### src/rtl/mem_pkg.sv
// Shared definitions for the memory responder: FSM states, bus flag positions
// and the SSRAM word format (37 bits with MEMRSP_PARITY_EN defined, else 36).
package mem_pkg;

    typedef enum logic [2:0] {
        ST_IDLE   = 3'd0,
        ST_RDWAIT = 3'd1,
        ST_RDACK  = 3'd2,
        ST_WRITE  = 3'd3,
        ST_WRACK  = 3'd4,
        ST_LOCKED = 3'd5
    } state_t;

    // Bus words are numbered [0:35] with bit 0 as the most significant bit.
    localparam int BUS_W         = 36;
    localparam int BUS_READ_BIT  = 3;
    localparam int BUS_WRITE_BIT = 5;
    localparam int BUS_IO_BIT    = 10;
    localparam int BUS_ADDR_MSB  = 16;
    localparam int BUS_ADDR_LSB  = 35;
    localparam int BUS_AWIDTH    = BUS_ADDR_LSB - BUS_ADDR_MSB + 1;

    localparam int LAT_W = 3;

`ifdef MEMRSP_PARITY_EN
    localparam int SSRAM_DW = BUS_W + 1;
`else
    localparam int SSRAM_DW = BUS_W;
`endif

    // Even parity bit: makes the total count of ones in data+parity even.
    function automatic logic even_parity(input logic [0:BUS_W-1] d);
        return ^d;
    endfunction

endpackage

### src/rtl/mem_latency_ctr.sv
// Loadable down-counter that times the SSRAM read latency; o_zero marks the
// clock in which read data is valid on the SSRAM pins.
module mem_latency_ctr #(
    parameter int W = 3
) (
    input  logic         i_clk,
    input  logic         i_rst_n,
    input  logic         i_load,
    input  logic [W-1:0] i_load_val,
    input  logic         i_dec,
    output logic         o_zero
);

    logic [W-1:0] r_cnt;

    always_ff @(posedge i_clk or negedge i_rst_n) begin
        if (!i_rst_n) begin
            r_cnt <= '0;
        end else if (i_load) begin
            r_cnt <= i_load_val;
        end else if (i_dec && (r_cnt != '0)) begin
            r_cnt <= r_cnt - 1'b1;
        end
    end

    assign o_zero = (r_cnt == '0);

endmodule

### src/rtl/mem_responder.sv
// Memory bus target: decodes read/write/read-modify-write cycles and runs them
// against a synchronous SRAM. MEMRSP_PARITY_EN adds a stored parity bit and memPERR.
module mem_responder
    import mem_pkg::*;
#(
    parameter int MEM_AWIDTH  = 20,
    parameter int MEM_WORDS   = 1048576,
    parameter int MEM_LATENCY = 2
) (
    input  logic                  clk,
    input  logic                  rst,
    input  logic                  busREQI,
    input  logic [0:BUS_W-1]      busADDRI,
    input  logic [0:BUS_W-1]      busDATAI,
    output logic                  busACKO,
    output logic [0:BUS_W-1]      busDATAO,
    output logic [MEM_AWIDTH-1:0] ssramADDR,
    output logic                  ssramWR,
    output logic [0:SSRAM_DW-1]   ssramDO,
    input  logic [0:SSRAM_DW-1]   ssramDI,
`ifdef MEMRSP_PARITY_EN
    output logic                  memPERR,
`endif
    output logic                  memBUSY,
    output state_t                o_dbg_state
);

    localparam logic [LAT_W-1:0] LAT_LOAD = LAT_W'(MEM_LATENCY);

    // Reset asserts asynchronously but releases on a clock edge.
    logic [1:0] r_rst_sync;
    logic       w_rst_n;

    always_ff @(posedge clk or negedge rst) begin
        if (!rst) begin
            r_rst_sync <= 2'b00;
        end else begin
            r_rst_sync <= {r_rst_sync[0], 1'b1};
        end
    end

    assign w_rst_n = r_rst_sync[1];

    state_t                r_state;
    logic                  r_lock;
    logic [BUS_AWIDTH-1:0] r_addr;
`ifdef MEMRSP_PARITY_EN
    logic                  r_par_bad;
`endif

    logic                  w_rd;
    logic                  w_wr;
    logic                  w_io;
    logic [BUS_AWIDTH-1:0] w_word_addr;
    logic                  w_in_range;
    logic                  w_req_ok;
    logic                  w_unlock_wr;
    logic                  w_lat_load;
    logic                  w_lat_dec;
    logic                  w_lat_zero;

    assign w_rd        = busADDRI[BUS_READ_BIT];
    assign w_wr        = busADDRI[BUS_WRITE_BIT];
    assign w_io        = busADDRI[BUS_IO_BIT];
    assign w_word_addr = busADDRI[BUS_ADDR_MSB:BUS_ADDR_LSB];
    assign w_in_range  = 32'(w_word_addr) < 32'(MEM_WORDS);

    // Requests are ignored while an ack is on the bus: the initiator still
    // holds busREQI in that clock and must drop it before the next cycle.
    assign w_req_ok    = busREQI && !w_io && w_in_range && !busACKO;
    assign w_unlock_wr = w_req_ok && w_wr && !w_rd && (w_word_addr == r_addr);

    assign w_lat_load  = (r_state == ST_IDLE) && w_req_ok && w_rd;
    assign w_lat_dec   = (r_state == ST_RDWAIT);

    mem_latency_ctr #(
        .W(LAT_W)
    ) u_lat_ctr (
        .i_clk      (clk),
        .i_rst_n    (w_rst_n),
        .i_load     (w_lat_load),
        .i_load_val (LAT_LOAD),
        .i_dec      (w_lat_dec),
        .o_zero     (w_lat_zero)
    );

    always_ff @(posedge clk or negedge w_rst_n) begin
        if (!w_rst_n) begin
            r_state   <= ST_IDLE;
            r_lock    <= 1'b0;
            r_addr    <= '0;
            busACKO   <= 1'b0;
            busDATAO  <= '0;
            ssramADDR <= '0;
            ssramWR   <= 1'b0;
            ssramDO   <= '0;
            memBUSY   <= 1'b0;
`ifdef MEMRSP_PARITY_EN
            r_par_bad <= 1'b0;
            memPERR   <= 1'b0;
`endif
        end else begin
            busACKO <= 1'b0;
            ssramWR <= 1'b0;
`ifdef MEMRSP_PARITY_EN
            memPERR <= 1'b0;
`endif
            case (r_state)
                ST_IDLE: begin
                    if (w_req_ok && (w_rd || w_wr)) begin
                        r_addr    <= w_word_addr;
                        ssramADDR <= MEM_AWIDTH'(w_word_addr);
                        r_lock    <= w_rd && w_wr;
                        memBUSY   <= 1'b1;
                        r_state   <= w_rd ? ST_RDWAIT : ST_WRITE;
                    end
                end

                ST_RDWAIT: begin
                    if (!busREQI) begin
                        r_state <= ST_IDLE;
                        r_lock  <= 1'b0;
                        memBUSY <= 1'b0;
                    end else if (w_lat_zero) begin
                        busDATAO  <= ssramDI[0:BUS_W-1];
`ifdef MEMRSP_PARITY_EN
                        r_par_bad <= even_parity(ssramDI[0:BUS_W-1]) != ssramDI[BUS_W];
`endif
                        r_state   <= ST_RDACK;
                    end
                end

                ST_RDACK: begin
                    if (!busREQI) begin
                        r_state <= ST_IDLE;
                        r_lock  <= 1'b0;
                        memBUSY <= 1'b0;
                    end else begin
                        busACKO <= 1'b1;
`ifdef MEMRSP_PARITY_EN
                        memPERR <= r_par_bad;
`endif
                        // A read-modify-write holds the bus target until its write half arrives.
                        r_state <= r_lock ? ST_LOCKED : ST_IDLE;
                        memBUSY <= r_lock;
                    end
                end

                ST_WRITE: begin
                    if (!busREQI) begin
                        r_state <= ST_IDLE;
                        r_lock  <= 1'b0;
                        memBUSY <= 1'b0;
                    end else begin
                        ssramWR <= 1'b1;
`ifdef MEMRSP_PARITY_EN
                        ssramDO <= {busDATAI, even_parity(busDATAI)};
`else
                        ssramDO <= busDATAI;
`endif
                        r_state <= ST_WRACK;
                    end
                end

                ST_WRACK: begin
                    r_state <= ST_IDLE;
                    memBUSY <= 1'b0;
                    if (busREQI) begin
                        busACKO <= 1'b1;
                    end
                end

                ST_LOCKED: begin
                    if (w_unlock_wr) begin
                        r_lock  <= 1'b0;
                        r_state <= ST_WRITE;
                    end
                end

                default: begin
                    r_state <= ST_IDLE;
                    r_lock  <= 1'b0;
                    memBUSY <= 1'b0;
                end
            endcase
        end
    end

    assign o_dbg_state = r_state;

endmodule

### config.mk
export PLATFORM = sky130hd
export DESIGN_NAME = mem_responder
export DESIGN_NICKNAME = d
export VERILOG_FILES = /design/src/rtl/mem_pkg.sv /design/src/rtl/mem_latency_ctr.sv /design/src/rtl/mem_responder.sv
export SDC_FILE = /design/constraint.sdc
export NUM_CORES = 1
export LEC_CHECK = 0
export CORE_AREA = 2 2 112 114
export CTS_CLUSTER_DIAMETER = 120
export DETAILED_ROUTE_END_ITERATION = 8
export DIE_AREA = 0 0 114 116
export GPL_ROUTABILITY_DRIVEN = 0
export PLACE_DENSITY_LB_ADDON = 0.12
export SLEW_MARGIN = 5
export SYNTH_ARGS = -nofsm -noshare
export SYNTH_HDL_FRONTEND = slang
export SYNTH_SLANG_ARGS = --single-unit
### constraint.sdc
create_clock -name clk -period 2.9 [get_ports clk]
set_input_delay 0.435 -clock clk [delete_from_list [all_inputs] [get_ports clk]]
set_output_delay 0.435 -clock clk [all_outputs]
set_load 0.005 [all_outputs]
# Word level (Yosys, flattened, before mapping)
# Cells that the tools add are included.
[word_totals]
output_inout_bits = 98
register_bits = 104
[classes]
n_addsub = 1
n_eq_ne = 10
mux = 21
bitwise_logic = 2
n_reduce_logical = 27
[op_table]
columns = ["cell", "n"]
rows = [
  ["$mux 3", 9],
  ["$eq 20x20->1", 1],
  ["$pmux 3 s5", 1],
  ["$reduce_and 3->1", 4],
  ["$logic_and 1x1->1", 10],
  ["$mux 1", 8],
  ["$pmux 1 s4", 2],
  ["$eq 3x2->1 const B", 2],
  ["$eq 3x3->1 const B", 2],
  ["$logic_not 3->1", 2],
  ["$ne 2x2->1 const B", 2],
  ["$reduce_and 2->1", 2],
  ["$reduce_or 2->1", 2],
  ["$eq 3x1->1 const B", 1],
  ["$logic_not 1->1", 3],
  ["$ne 3x3->1 const B", 1],
  ["$reduce_bool 3->1", 1],
  ["$reduce_or 3->1", 1],
  ["$sub 3x1->3 const B", 1],
  ["$mux 2", 1],
  ["$ne 2x1->1 const B", 1],
  ["$not 1->1", 2],
  ["$reduce_bool 2->1", 1],
  ["$logic_or 1x1->1", 1],
]

# Logic depth before layout (Yosys ltp)
[logic_depth]
depth_word = 8
mapped_depth = 6

# Hierarchy
# A second synthesis with hierarchy kept.
[unflattened]
hier_cells = 298
hier_area_um2 = 4327.9
[modules_own_cells]
columns = ["mod", "cells_each", "area_each_um2", "n_inst"]
rows = [
  ["mem_responder", 279, 4137.7, 1],
  ["mem_latency_ctr", 19, 190.2, 1],
]

# Worst setup path before layout
# OpenSTA, ideal clock, no wires.
[synth_path]
path_type = "register to register"
start = "register u_lat_ctr.r_cnt[0]"
end = "register busDATAO[0] in the netlist's numbering"
n_path_buf = 1
required_time_ns = 2.772
arrival_time_ns = 1.535
setup_time_ns = 0.128
synth_period_minus_slack_ns = 1.662
slack_ns = 1.238
stages_incl_launch_ff = 7
cell_sequence = "dfrtp_1 > inv_1 > ha_1 > nor2b_1 > nand3_4 > buf_2 > mux2_1"
[synth_via]
elab_chain_cells = 2
[synth_rtl]
columns = ["element", "line", "source"]
rows = [
  ["start, declared", "mem_latency_ctr.sv:14", "logic [W-1:0] r_cnt;"],
  ["start signal, assigned", "mem_latency_ctr.sv:20", "r_cnt <= i_load_val;"],
  ["start signal, assigned", "mem_latency_ctr.sv:22", "r_cnt <= r_cnt - 1'b1;"],
  ["$logic_not 3->1", "mem_latency_ctr.sv:26", "assign o_zero = (r_cnt == '0);"],
  ["$reduce_and 3->1 (no line)", "--", ""],
  ["end signal, assigned", "mem_responder.sv:125", "busDATAO <= ssramDI[0:BUS_W-1];"],
  ["end, declared", "mem_responder.sv:16", "output logic [0:BUS_W-1] busDATAO,"],
]
# No other way between the ends.
# A chain may end at the register's enable or synchronous reset.

# Worst setup path after layout
[layout_path]
start = "input port busREQI"
end = "register ssramDO[18] in the netlist's numbering"
[layout_via]
elab_chain_cells = 1
[layout_rtl]
columns = ["element", "line", "source"]
rows = [
  ["start, declared", "mem_responder.sv:12", "input logic busREQI,"],
  ["$reduce_and 2->1 (no line)", "--", ""],
  ["end signal, assigned", "mem_responder.sv:159", "ssramDO <= busDATAI;"],
  ["end, declared", "mem_responder.sv:19", "output logic [0:SSRAM_DW-1] ssramDO,"],
]
# No other way between the ends.

==> impl_metrics.ini <==
[outcome]
status = finished, final reports clean

[logic_synthesis]
syn_area_mm2 = 0.00434
synth_ff_type = dfrtp_1
ys_top_cells_by_count = dfrtp_1 (104), mux2_1 (59), mux2_2 (33), xnor2_1 (21)
yosysMostFrequentCell = dfrtp_1
syn_area_per_cell_um2 = 14.7
synth.largest_area_cell = dfrtp_1
synth_edf_count = 0
synth_nets = 409
synth-warning-count = 0
synth_sequential_area_ratio_pct = 59.9
synth_top_area_share_pct = 59.9
async_flop_share_pct = 100
synth_area_leaders = dfrtp_1 (60%), mux2_1 (15%), mux2_2 (8.6%)
ys_seq_elements = 104
ys_types = 42
synth_cells = 296

[global_routing]
grt_pass1_wl_um = 15700
grt-ovfl-total = 0
antenna_found_initial = 0
grt_usage_pct = 15.3
grt_max_degree = 62
grt_pass1_vias = 3133

[clock_tree]
cts_hold_buf = 0
clk_pin_slew_worst_paths_ns = 0.07
cts_tree = yes
clockRootBuffer = clkbuf_16
clockBufferDepth = 2
cts_setup_buffers = 0
cts_resized = 0
clock_sinks = 104
cts-htree-levels = 3
cts-buffers-inserted = 9
clkLatencyLatePin_ns = 0.33

[sta]
layout_min_cycle_time_ns = 2.18
final-hold-violation-count = 0
finalSetupTns_ns = 0
fmax_mhz = 459
final-max-slew-violation-count = 0
finalCritPeriodShare_pct = 75.1
relSlewSlack_pct = 60.3
rsz0062_at_grt = false
skew_ns = 0.00633
worstMarginPinSlew_ns = 0.590
setup_viol = 0

[routing]
routed_wl_um = 10100
ant_nets = 0
first_pass_iters = 4
drt_iter0_drc = 95
viasPerCell = 4.74
drc_errors = 0
post_drt_wl_per_cell_um = 15.6
vias = 3062

[hold_path]
holdCritPathClass = in2async

[setup_path]
ff2ff_path_depth = 3
timing.rr.end = busDATAO[24]$_DFFE_PN0P_
worst-setup-path-type = in2reg
reg2reg_slack_ns = 0.81
start_kind = input port
r2r-start = o_dbg_state[0]$_DFFE_PN0P_
critPathCaptureType = flip-flop
crit_fanout = 37
cp.required_ns = 3.12
crit_arrival_ns = 2.39

[cells_and_area]
syn_to_final_growth_pct = 55.9
fin_nets = 607
drive_gt1_share_pct = 11.6
fillers = 1029
design_area_mm2 = 0.00677
antennaDiodeCount = 0

[die]
coreArea_mm2 = 0.0119
die_w_um = 114
io_pins = 209
die_area_mm2 = 0.0132
initial_core_util_pct = 36.5
die_h_um = 116
rows = 40

[run]
drv_cap = 0

[placed_design]
post-dp-hpwl_um = 7470
placed_area_mm2 = 0.00647
port_buffers = 195

[power]
power_leakage_nw = 2.89
power_density_mw_per_mm2 = 947
ir_drop_mv = 0.373
==> where the power goes <==
group | switching, mW | internal (mW) | leakage [nW] | total (mW)
Clock | 0.520 | 0.672 | 0.131 | 1.19
Combinational | 0.804 | 1.83 | 1.45 | 2.64
Sequential | 0.444 | 2.14 | 1.30 | 2.58
==> cell type report <==
cell class | count | area, µm² | area share, %
well taps | 147 | 184 | 2.72
inverters | 8 | 30.0 | 0.444
flip-flops and latches | 104 | 2610 | 38.5
clock inverters | 6 | 68.8 | 1.02
multi-input cells | 172 | 1660 | 24.5
clock buffers | 10 | 229 | 3.38
repair buffers | 199 | 1990 | 29.5
==> placed cells by master (no fill, tap or decap), types with 2 or more instances in the layout <==
| master | instances |
|---|---|
| clkdlybuf4s50_1 | 195 |
| dfrtp_1 | 103 |
| mux2_1 | 59 |
| mux2_2 | 33 |
| xnor2_1 | 21 |
| clkbuf_16 | 9 |
| inv_1 | 8 |
| nand4_1 | 6 |
| nor2b_1 | 4 |
| nor2_1 | 4 |
| a21oi_1 | 4 |
| clkinvlp_4 | 4 |
| nand2_1 | 3 |
| nor4_1 | 3 |
| buf_4 | 3 |
| nand3_4 | 2 |
| nor3_1 | 2 |
| o21ai_0 | 2 |
| xor2_1 | 2 |
| a32oi_1 | 2 |
| o211ai_1 | 2 |
| ha_1 | 2 |
==> logic make-up after synthesis <==
kind of cell	Yosys count	share of synthesized area, %
multiplexers	92	23.9
other	1	0.0863
AND/OR/NAND/NOR	33	5.27
adder cells (fa/ha/maj)	2	0.576
AO/OA/AOI/OAI	21	3.52
buffers and inverters	20	2.13
flip-flops	104	59.9
XOR/XNOR	23	4.64
==> per-stage QoR <==
step / setup slack [ns] / instances / utilization [%] / hold slack (ns) / total power, mW
CTS: 0.682 / 646 / 56.8 / 0.249 / 6.53
finish: 0.722 / 646 / 56.8 / 0.261 / 6.41
global placement: 0.374 / 630 / 54.3 / 0.339 / 5.21
detailed placement: 0.331 / 630 / 54.3 / 0.344 / 5.30
global route: 0.589 / 646 / 56.8 / 0.256 / 6.85
floorplan: 1.16 / 296 / - / 0.139 / 3.57
==> metal layers <==
| layer | wire length (µm) | part of all wire (%) | global-route usage, % | vias to the layer above |
|---|---|---|---|---|
| li1 | - | - | - | 1446 |
| met1 | 4270 | 42 | 19.0 | 1474 |
| met3 | 934 | 9.3 | 5.13 | 10 |
| met5 | 0 | 0 | 0 | - |
| met2 | 4730 | 47 | 24.8 | 132 |
| met4 | 129 | 1.3 | 5.85 | 0 |
==> worst max-delay path, stage by stage <==
cell	delay (ns)
clkdlybuf4s50_1	0.52
nor2b_1	0.29
buf_4	0.20
nand3_4	0.42
mux2_1	0.50
==> sequential cells by signal (all words and copies together) (netlist names) <==
signal,cells
busACKO,1
busDATAO,36
memBUSY,1
o_dbg_state,3
r_addr,20
r_lock,1
r_rst_sync,2
ssramDO,36
ssramWR,1
u_lat_ctr.r_cnt,3
==> worst max-delay path by stage <==
stage	cells after the start	slack, ns	start	end
2_1_floorplan	0	1.16	r_rst_sync[1]$_DFF_PN0_	busACKO$_DFF_PN0_
3_3_place_gp	5	0.37	busREQI	ssramDO[17]$_DFFE_PN0P_
3_5_place_dp	5	0.33	busREQI	ssramDO[24]$_DFFE_PN0P_
4_1_cts	5	0.68	busREQI	ssramDO[34]$_DFFE_PN0P_
5_1_grt	5	0.59	busREQI	ssramDO[2]$_DFFE_PN0P_
6_report	5	0.72	busREQI	ssramDO[18]$_DFFE_PN0P_
Power figures use the tool's default switching activity.
